**config.mk**
```make
export PLATFORM = sky130hd
export DESIGN_NAME = servo_pulse_decoder
export DESIGN_NICKNAME = d
export VERILOG_FILES = /design/src/rtl/servo_pulse_decoder_pkg.sv /design/src/rtl/servo_pulse_decoder_sync_edge_detect.sv /design/src/rtl/servo_pulse_decoder.sv
export SDC_FILE = /design/constraint.sdc
export NUM_CORES = 1
export LEC_CHECK = 0
export CAP_MARGIN = 5
export CORE_MARGIN = 3
export CORE_UTILIZATION = 30
export CTS_BUF_LIST = sky130_fd_sc_hd__clkbuf_8
export CTS_CLUSTER_DIAMETER = 100
export DETAILED_ROUTE_END_ITERATION = 8
export DONT_BUFFER_PORTS = 1
export HOLD_SLACK_MARGIN = 0.03
export RECOVER_POWER = 100
export SLEW_MARGIN = 25
export SYNTH_ARGS = -nofsm -noshare
export SYNTH_HDL_FRONTEND = slang
export SYNTH_SLANG_ARGS = --single-unit
```
**constraint.sdc**
```tcl
create_clock -name CLOCK_50 -period 4.2 [get_ports CLOCK_50]
set_input_delay 0.63 -clock CLOCK_50 [delete_from_list [all_inputs] [get_ports CLOCK_50]]
set_output_delay 0.63 -clock CLOCK_50 [all_outputs]
set_load 0.01 [all_outputs]
```
**src/rtl/servo_pulse_decoder_pkg.sv**
```systemverilog
// rtl/servo_pulse_decoder_pkg.sv - servo link state encodings and default timing constants
// Shared by the servo pulse decoder and the servo PWM generator.
package servo_pulse_decoder_pkg;

    typedef enum logic [1:0] {
        WAIT_RISE = 2'd0,
        MEAS_HIGH = 2'd1,
        QUANT     = 2'd2,
        WAIT_NEXT = 2'd3
    } servo_state_e;

    // Defaults assume the 50 MHz board clock.
    localparam int SERVO_CW        = 21;
    localparam int SERVO_POS_W     = 4;
    localparam int SERVO_MIN_PULSE = 25000;
    localparam int SERVO_MAX_PULSE = 125000;
    localparam int SERVO_STEP      = 10000;
    localparam int SERVO_FRAME_MIN = 900000;
    localparam int SERVO_FRAME_MAX = 1100000;
    localparam int SERVO_TIMEOUT   = 2000000;

endpackage

```
**src/rtl/servo_pulse_decoder_sync_edge_detect.sv**
```systemverilog
// rtl/servo_pulse_decoder_sync_edge_detect.sv - two-flop synchroniser with rise/fall strobes
// Edge strobes are held off until the pipeline holds real input samples after reset.
module sync_edge_detect (
    input  logic clk_i,
    input  logic rst_ni,
    input  logic d_i,
    output logic rise_o,
    output logic fall_o
);

    logic       meta_q;
    logic       sync_q;
    logic       prev_q;
    logic [2:0] fill_q;

    always_ff @(posedge clk_i or negedge rst_ni) begin
        if (!rst_ni) begin
            meta_q <= 1'b0;
            sync_q <= 1'b0;
            prev_q <= 1'b0;
            fill_q <= 3'b000;
        end else begin
            meta_q <= d_i;
            sync_q <= meta_q;
            prev_q <= sync_q;
            fill_q <= {fill_q[1:0], 1'b1};
        end
    end

    // A line already high at reset release must not look like a rise.
    assign rise_o = fill_q[2] & sync_q & ~prev_q;
    assign fall_o = fill_q[2] & ~sync_q & prev_q;

endmodule

```
**src/rtl/servo_pulse_decoder.sv**
```systemverilog
// rtl/servo_pulse_decoder.sv - measures servo pulse high time, quantises it to a position index
// Also checks rise-to-rise frame period and flags a lost signal after a long idle line.
module servo_pulse_decoder
    import servo_pulse_decoder_pkg::*;
#(
    parameter int CW        = SERVO_CW,
    parameter int POS_W     = SERVO_POS_W,
    parameter int MIN_PULSE = SERVO_MIN_PULSE,
    parameter int MAX_PULSE = SERVO_MAX_PULSE,
    parameter int STEP      = SERVO_STEP,
    parameter int FRAME_MIN = SERVO_FRAME_MIN,
    parameter int FRAME_MAX = SERVO_FRAME_MAX,
    parameter int TIMEOUT   = SERVO_TIMEOUT
) (
    input  logic             CLOCK_50,
    input  logic             RESET_N,
    input  logic             pwm_in,
    output logic [CW-1:0]    pulse_width,
    output logic [POS_W-1:0] position,
    output logic             pos_valid,
    output logic             err_width,
    output logic             err_frame,
    output logic             signal_lost
);

    localparam logic [CW-1:0]    CNT_MAX   = '1;
    localparam logic [CW-1:0]    CNT_ONE   = CW'(1);
    localparam logic [CW-1:0]    STEP_C    = CW'(STEP);
    localparam logic [CW-1:0]    TIMEOUT_C = CW'(TIMEOUT);
    localparam logic [CW:0]      MEAS_ONE  = (CW+1)'(1);
    localparam logic [CW:0]      MIN_W     = (CW+1)'(MIN_PULSE);
    localparam logic [CW:0]      MAX_W     = (CW+1)'(MAX_PULSE);
    localparam logic [CW:0]      FMIN_W    = (CW+1)'(FRAME_MIN);
    localparam logic [CW:0]      FMAX_W    = (CW+1)'(FRAME_MAX);
    localparam logic [POS_W-1:0] POS_ONE   = POS_W'(1);

    logic rise;
    logic fall;

    sync_edge_detect u_sync (
        .clk_i  (CLOCK_50),
        .rst_ni (RESET_N),
        .d_i    (pwm_in),
        .rise_o (rise),
        .fall_o (fall)
    );

    servo_state_e     state_q;
    logic [CW-1:0]    high_cnt_q;
    logic [CW-1:0]    high_cnt_d;
    logic [CW-1:0]    period_cnt_q;
    logic [CW-1:0]    period_cnt_d;
    logic [CW-1:0]    idle_cnt_q;
    logic [CW-1:0]    idle_cnt_d;
    logic [CW-1:0]    rem_q;
    logic [POS_W-1:0] cnt_q;
    logic             rise_pending_q;
    logic [CW-1:0]    pulse_width_q;
    logic [POS_W-1:0] position_q;
    logic             pos_valid_q;
    logic             err_width_q;
    logic             err_frame_q;
    logic             signal_lost_q;
    logic [CW:0]      high_meas;
    logic [CW:0]      period_meas;
    logic             width_ok;
    logic             period_ok;

    // Counters lag the line by one clock, so +1 includes the edge cycle itself.
    assign high_meas   = {1'b0, high_cnt_q} + MEAS_ONE;
    assign period_meas = {1'b0, period_cnt_q} + MEAS_ONE;
    assign width_ok    = (high_meas >= MIN_W) && (high_meas <= MAX_W);
    assign period_ok   = (period_meas >= FMIN_W) && (period_meas <= FMAX_W);

    always_comb begin
        high_cnt_d   = high_cnt_q;
        period_cnt_d = period_cnt_q;
        idle_cnt_d   = idle_cnt_q;
        if (rise) begin
            high_cnt_d = '0;
        end else if (state_q == MEAS_HIGH && high_cnt_q != CNT_MAX) begin
            high_cnt_d = high_cnt_q + CNT_ONE;
        end
        if (rise) begin
            period_cnt_d = '0;
        end else if (period_cnt_q != CNT_MAX) begin
            period_cnt_d = period_cnt_q + CNT_ONE;
        end
        if (rise || fall) begin
            idle_cnt_d = '0;
        end else if (idle_cnt_q != CNT_MAX) begin
            idle_cnt_d = idle_cnt_q + CNT_ONE;
        end
    end

    always_ff @(posedge CLOCK_50 or negedge RESET_N) begin
        if (!RESET_N) begin
            state_q        <= WAIT_RISE;
            high_cnt_q     <= '0;
            period_cnt_q   <= '0;
            idle_cnt_q     <= '0;
            rem_q          <= '0;
            cnt_q          <= '0;
            rise_pending_q <= 1'b0;
            pulse_width_q  <= '0;
            position_q     <= '0;
            pos_valid_q    <= 1'b0;
            err_width_q    <= 1'b0;
            err_frame_q    <= 1'b0;
            signal_lost_q  <= 1'b0;
        end else begin
            high_cnt_q   <= high_cnt_d;
            period_cnt_q <= period_cnt_d;
            idle_cnt_q   <= idle_cnt_d;
            pos_valid_q  <= 1'b0;
            err_width_q  <= 1'b0;
            err_frame_q  <= 1'b0;
            // Equality fires once per idle stretch; the saturated counter then sits above it.
            if (idle_cnt_q == TIMEOUT_C) begin
                signal_lost_q  <= 1'b1;
                rise_pending_q <= 1'b0;
                state_q        <= WAIT_RISE;
            end else begin
                case (state_q)
                    WAIT_RISE: begin
                        if (rise) begin
                            state_q <= MEAS_HIGH;
                        end
                    end
                    MEAS_HIGH: begin
                        if (fall) begin
                            if (width_ok) begin
                                pulse_width_q <= high_meas[CW-1:0];
                                rem_q         <= CW'(high_meas - MIN_W);
                                cnt_q         <= '0;
                                state_q       <= QUANT;
                            end else begin
                                err_width_q <= 1'b1;
                                state_q     <= WAIT_NEXT;
                            end
                        end
                    end
                    QUANT: begin
                        if (rise) begin
                            rise_pending_q <= 1'b1;
                        end
                        if (rem_q >= STEP_C) begin
                            rem_q <= rem_q - STEP_C;
                            cnt_q <= cnt_q + POS_ONE;
                        end else begin
                            position_q    <= cnt_q;
                            pos_valid_q   <= 1'b1;
                            signal_lost_q <= 1'b0;
                            state_q       <= WAIT_NEXT;
                        end
                    end
                    WAIT_NEXT: begin
                        if (rise || rise_pending_q) begin
                            rise_pending_q <= 1'b0;
                            if (!period_ok) begin
                                err_frame_q <= 1'b1;
                            end
                            state_q <= MEAS_HIGH;
                        end
                    end
                    default: state_q <= WAIT_RISE;
                endcase
            end
        end
    end

    assign pulse_width = pulse_width_q;
    assign position    = position_q;
    assign pos_valid   = pos_valid_q;
    assign err_width   = err_width_q;
    assign err_frame   = err_frame_q;
    assign signal_lost = signal_lost_q;

endmodule

```
==> Yosys cells after proc, flatten, opt, wreduce, memory -nomap -nowiden <==
Cells that the tools add are included.
{ "totals": {"ff_bits": 126, "wordCells": 111} }
{ "classes": {"n_addsub": 8, "magnitude_cmp": 5, "eq_ne": 16, "n_mux": 39, "bitwise": 8, "reduce_logical": 18} }
{ "ops": {"columns": ["operator", "n"], "rows": [
  ["two-way mux 21 bit", 9],
  ["adder 21 x 1 -> 21 bit (second input constant)", 3],
  ["inequality test 21 bit (second input constant)", 3],
  ["adder 21 x 1 -> 22 bit (second input constant)", 2],
  ["one-hot mux 21 bit (2 select lines)", 1],
  [">= comparator 22 x 15 -> 1 bit (second input constant)", 1],
  [">= comparator 22 x 20 -> 1 bit (second input constant)", 1],
  ["<= comparator 22 x 17 -> 1 bit (second input constant)", 1],
  ["<= comparator 22 x 21 -> 1 bit (second input constant)", 1],
  ["equality test 21 bit (second input constant)", 1],
  [">= comparator 21 x 14 -> 1 bit (second input constant)", 1],
  ["subtractor 21 x 14 -> 21 bit (second input constant)", 1],
  ["subtractor 21 x 15 -> 21 bit (second input constant)", 1],
  ["two-way mux 1 bit", 18],
  ["two-way mux 4 bit", 3],
  ["inequality test 3 bit (second input constant)", 4],
  ["two-way mux 2 bit", 5],
  ["nonzero test 2 bit", 5],
  ["inequality test 2 bit (second input constant)", 4],
  ["one-hot mux 2 bit (4 select lines)", 1],
  ["one-hot mux 4 bit (2 select lines)", 1],
  ["AND reduction 4 bit", 2],
  ["AND reduction 3 bit", 2],
  ["AND reduction 5 bit", 1],
  ["12 further kinds", 22]
]} }

==> Depth between registers and ports, before layout <==
{ "depth": {"ltp_word": 7, "depth_mapped": 15, "depth_no_buf": 13} }

==> Cells and area by module <==
From an unflattened synthesis, not the netlist that was laid out.
{ "hier_totals": {"hier_cells": 872, "hier_area_um2": 7606.0} }
{ "by_module_without_submodules": {"columns": ["mod", "instances", "cells_each", "area_per_inst_um2", "seq_area_each_um2"], "rows": [
  ["servo_pulse_decoder", 1, 863, 7434.6, 3002.9],
  ["sync_edge_detect", 1, 9, 171.4, 150.1]
]} }

==> Worst setup path before layout <==
No wires, ideal clock.
{ "synth_timing": {"path_type": "reg-to-reg", "startpoint": "reg high_cnt_q[1]", "endpoint": "reg rem_q[1]", "arrival_time_ps": 2875, "required_time_ps": 4075, "slack_ps": 1200, "path_stages_with_launch": 11, "path_buffers": 1, "period_less_slack_ps": 3000, "path_cell_list": "dfrtp_1 > ha_1 > buf_2 > nand4_1 > nor4_2 > xor2_2 > nor2_2 > a221o_1 > nand3b_1 > nor3_2 > mux2_2"} }
{ "synth_between": {"elab_chain_len": 5, "word_cells_on_any_way": 10, "classes_between": "2 x add/sub; 2 x order compare; 1 x eq/ne; 3 x mux; 2 x reduce/logical"} }
{ "synth_rtl": {"columns": ["element", "line_no", "source"], "rows": [
  ["from (decl)", "servo_pulse_decoder.sv:49", "logic [CW-1:0] high_cnt_q;"],
  ["from (signal assigned)", "servo_pulse_decoder.sv:112", "high_cnt_q <= high_cnt_d;"],
  ["adder 21 x 1 -> 22 bit (*)", "servo_pulse_decoder.sv:70", "assign high_meas = {1'b0, high_cnt_q} + MEAS_ONE;"],
  ["subtractor 21 x 15 -> 21 bit (tied with other cells)", "servo_pulse_decoder.sv:134", "rem_q <= CW'(high_meas - MIN_W);"],
  ["two-way mux 21 bit / logical AND 1 bit (equally long branches)", "servo_pulse_decoder.sv:132, servo_pulse_decoder.sv:72", null],
  ["two-way mux 21 bit / inequality test 2 bit (equally long branches)", null, null],
  ["one-hot mux 21 bit (2 select lines) / AND reduction 5 bit (equally long branches)", null, null],
  ["to (signal assigned)", "servo_pulse_decoder.sv:134", null],
  ["to (signal assigned)", "servo_pulse_decoder.sv:148", "rem_q <= rem_q - STEP_C;"],
  ["to (decl)", "servo_pulse_decoder.sv:55", "logic [CW-1:0] rem_q;"]
]} }
Mark *: on every way between the ends. The rest lies on a longest branch, timed or not. The select of a mux whose other input is x is not followed.
A chain may end at the register's enable or synchronous reset.

==> Worst setup path after layout <==
{ "layout_timing": {"startpoint": "reg high_cnt_q[1]", "endpoint": "reg rem_q[20]"} }
The elaborated chain is that of the path after synthesis.

==> out/qor.yml <==
yosys:
  synth_cells: 872
  post-synth-top-area-fraction_pct: 40.4
  netlist_top_cells_count: "sky130_fd_sc_hd__dfrtp_1, sky130_fd_sc_hd__nor2_1, sky130_fd_sc_hd__nand2_1"
  synth.yosys.warnings: 0
  ys_ff_latch: 126
  compound_cell_area_share_of_the_yosys_netlist_pct: 14.0
  synth_adder_area_share_pct: 2.08
  post_synth_edffs: 0
  synth_top_family_by_area: "simple AND/OR/NAND/NOR gates"
  synth.distinct_cells: 80
  yosysSeqAreaShare_pct: 40.4
  synth.cell_area_sq_um: 7800
  post_synth_mux_area_share_pct: 2.92
  simple_gate_portion_of_the_synthesized_area_pct: 26.4
  synth_area_leader_cell: "sky130_fd_sc_hd__dfrtp_1"
  syn_area_per_cell_sq_um: 8.95
  async_reset_ff_share_pct: 100
  synth_xor_xnor_area_share_pct: 9.62
  yosys-top-cells-area: "sky130_fd_sc_hd__dfrtp_1, sky130_fd_sc_hd__xor2_1, sky130_fd_sc_hd__nor2_1"
  mappedNetlistNets: 888
  synth_ff_type: "sky130_fd_sc_hd__dfrtp_1"
  synthMostInstantiatedCell: "sky130_fd_sc_hd__dfrtp_1"
drt:
  drt-total-wl_microns: 18800
  route.antenna.remaining_nets: 0
  detailed_router_s_first_iteration_violation_count: 552
  post_drt_via_cell_ratio: 5.30
  wl_per_cell_microns: 15.7
  drc: 0
  firstDrtPassIters: 5
  vias: 6352
global_route:
  globalRoute.totalOverflow: 0
  grt_pass1_vias: 6040
  wire_length_of_the_first_global_routing_pass_microns: 31600
  pin_count_of_the_biggest_net_entering_global_routing: 127
  antenna_found_initial: 0
  grt_util_all_layers_pct: 13.5
critical_path:
  setup.worst_path.end_class: "flop"
  r2r-end: "rem_q[20]"
  setup.worst_path.start_class: "flop"
  cp_data_required_time_ns: 4.53
  timing.setup.critical_path_class: "reg2reg"
  regToRegSetupSlack_ns: 0.35
  crit-reg2reg-launch: "high_cnt_q[1]"
  worstPathArrival_ns: 4.17
  r2r.worst_path.cells: 10
  setup.worst_path.start: "high_cnt_q[1]"
  path_max_fanout: 15
  endpoint: "rem_q[20]"
clock_network:
  cts_num_sinks: 126
  tritoncts.num_buffers: 17
  clock_tree_from_tritoncts: "built"
  cts_repair_resize_count: 0
  ctsRootBufferMaster: "sky130_fd_sc_hd__clkbuf_8"
  clk_path_buf_depth: 2
  postCtsSetupBuffers: 0
  cts-hold-fix-buffers: 1
  worstSkewPairLatency_ns: 0.44
  clk_transition_reported_paths_ns: 0.08
  htree_levels: 4
sta:
  final.setup_skew_ns: 0.0196
  hold_viol: 0
  drv_slew: 172
  worst_margin_slew_ns: 3.20
  finalCriticalPeriod_ns: 3.85
  rsz0062_at_grt: "false"
  setup-violations-final: 0
  tns_ns: 0
  fmax_ghz: 0.260
  slew_headroom_pct: -113
  min_period_over_period_pct: 91.6
die:
  core_area_sq_um: 25400
  io-pin-count: 32
  die_area_sq_um: 28000
  fp.dieH_microns: 167
  number_of_standard_cell_rows_in_the_floorplan: 58
  start_util_pct: 30.7
  die_w_microns: 167
pwr:
  vdd_drop_max_v: 0.000241
  cellLeakagePower_nw: 3.47
  fin_total_pwr_mw: 3.77
  power-per-cell-area_nw_per_um2: 447
run_status:
  run_status: "complete, but fails checks"
  violations: "max-capacitance violations, max-slew violations"
hold_path:
  holdPathStages: 0
  timing.hold.worst.class: "in2reg"
layout:
  design_area_sq_um: 8430
  antenna_cells: 0
  n_fill_cell: 2666
  drive_gt1_share_pct: 8.64
  layout.cells.non_filler: 1198
  final_nets: 871
  syn2layout_area_growth_pct: 8.05
placed_design:
  place_congestion: 0.868
  place.detailed.hpwl_microns: 12900
  port_buffers: 0
  placed_insts: 1165
  placed_area_sq_um: 8070
job:
  max-cap-violations: 2
[kinds of logic (layout without fill, tap and decap cells)]
family / Yosys count / in the layout
adder cells (fa/ha/maj): 13 / 13
XOR/XNOR: 84 / 84
other: 1 / 1
AO/OA/AOI/OAI: 169 / 169
flip-flops: 126 / 126
multiplexers: 21 / 21
buffers and inverters: 77 / 73
AND/OR/NAND/NOR: 381 / 381
[metal layers]
layer / part of all wire (%) / routed length (microns) / vias up / global-route usage [%]
li1: - / - / 3103 / -
met1: 48 / 9080 / 3058 / 19.2
met2: 46 / 8740 / 179 / 21.3
met3: 4.3 / 807 / 12 / 2.29
met4: 0.94 / 176 / 0 / 3.56
met5: 0 / 0 / - / 0
[layout by cell type (no fill, tap or decap), drive strengths merged, types with 4 or more instances in the layout]
cell    synthesis  routed
a211oi          8       8
a21oi          60      60
a221o           4       4
a311oi          5       5
a31oi           9       9
and2           12      12
and3           24      24
and4            5       5
buf            28      12
clkbuf         24      21
clkinv          0       9
dfrtp         126     126
ha             13      13
inv            25      27
mux2           14      14
mux2i           7       7
nand2          69      69
nand2b         12      12
nand3          38      38
nand3b          6       6
nand4          31      31
nor2           94      94
nor2b           9       9
nor3           33      33
nor4           12      12
nor4b           9       9
o211ai          4       4
o21ai          26      26
o22ai          12      12
o31ai           6       6
or3             9       9
or4             5       5
xnor2          37      37
xor2           47      47
[cell type report]
class	count	area [sq um]	share of cell area (%)
sequential	126	3150	37.4
clock inverter	15	148	1.75
inverter	25	93.8	1.11
multi-input combinational	669	4280	50.8
timing repair buffer	16	106	1.26
tap	330	413	4.90
clock buffer	17	234	2.77
[worst max-delay path, cell delays in order, from the launching register on]
cell and delay, ns:
sky130_fd_sc_hd__dfrtp_1 0.47, sky130_fd_sc_hd__ha_1 0.47, sky130_fd_sc_hd__nand4_1 0.22, sky130_fd_sc_hd__nor4_2 0.43, sky130_fd_sc_hd__xor2_2 0.34, sky130_fd_sc_hd__nor2_2 0.11, sky130_fd_sc_hd__a221o_1 0.39, sky130_fd_sc_hd__nor2_1 0.19
sky130_fd_sc_hd__a31o_2 0.39, sky130_fd_sc_hd__nand2_1 0.29, sky130_fd_sc_hd__a221o_1 0.42
[metrics by stage]
step                      utilization, %  hold slack (ns)  worst slack (ns)
after detailed placement            31.8            0.339             0.523
after global placement              31.8            0.332             0.625
after global routing                33.2            0.180            0.0619
after CTS                           33.4            0.172             0.499
after floorplan                        -            0.331              1.20
final                               33.2            0.224             0.353
[where the power goes]
group	switching, mW	internal [mW]	leakage [nW]
clock network	0.514	0.523	0.197
registers	0.209	1.36	1.67
logic	0.754	0.416	1.61
total	1.48	2.30	3.47
[state kept, by name (all words and copies together), names as in the netlist, 2 cells and up]
| signal | cells |
|---|---|
| high_cnt_q | 21 |
| idle_cnt_q | 21 |
| period_cnt_q | 21 |
| pulse_width | 21 |
| rem_q | 21 |
| cnt_q | 4 |
| position | 4 |
| u_sync.fill_q | 3 |
| state_q | 2 |
[how the worst min path moves through the flow]
stage,from,end,slack [ns]
6_report,pwm_in,u_sync.meta_q,0.22
2_1_floorplan,RESET_N,cnt_q[0],0.33
3_3_place_gp,u_sync.fill_q[0],u_sync.fill_q[1],0.33
5_1_grt,pwm_in,u_sync.meta_q,0.18
3_5_place_dp,RESET_N,period_cnt_q[5],0.34
4_1_cts,RESET_N,period_cnt_q[11],0.17
No activity file was read; power rests on OpenSTA's default activity.
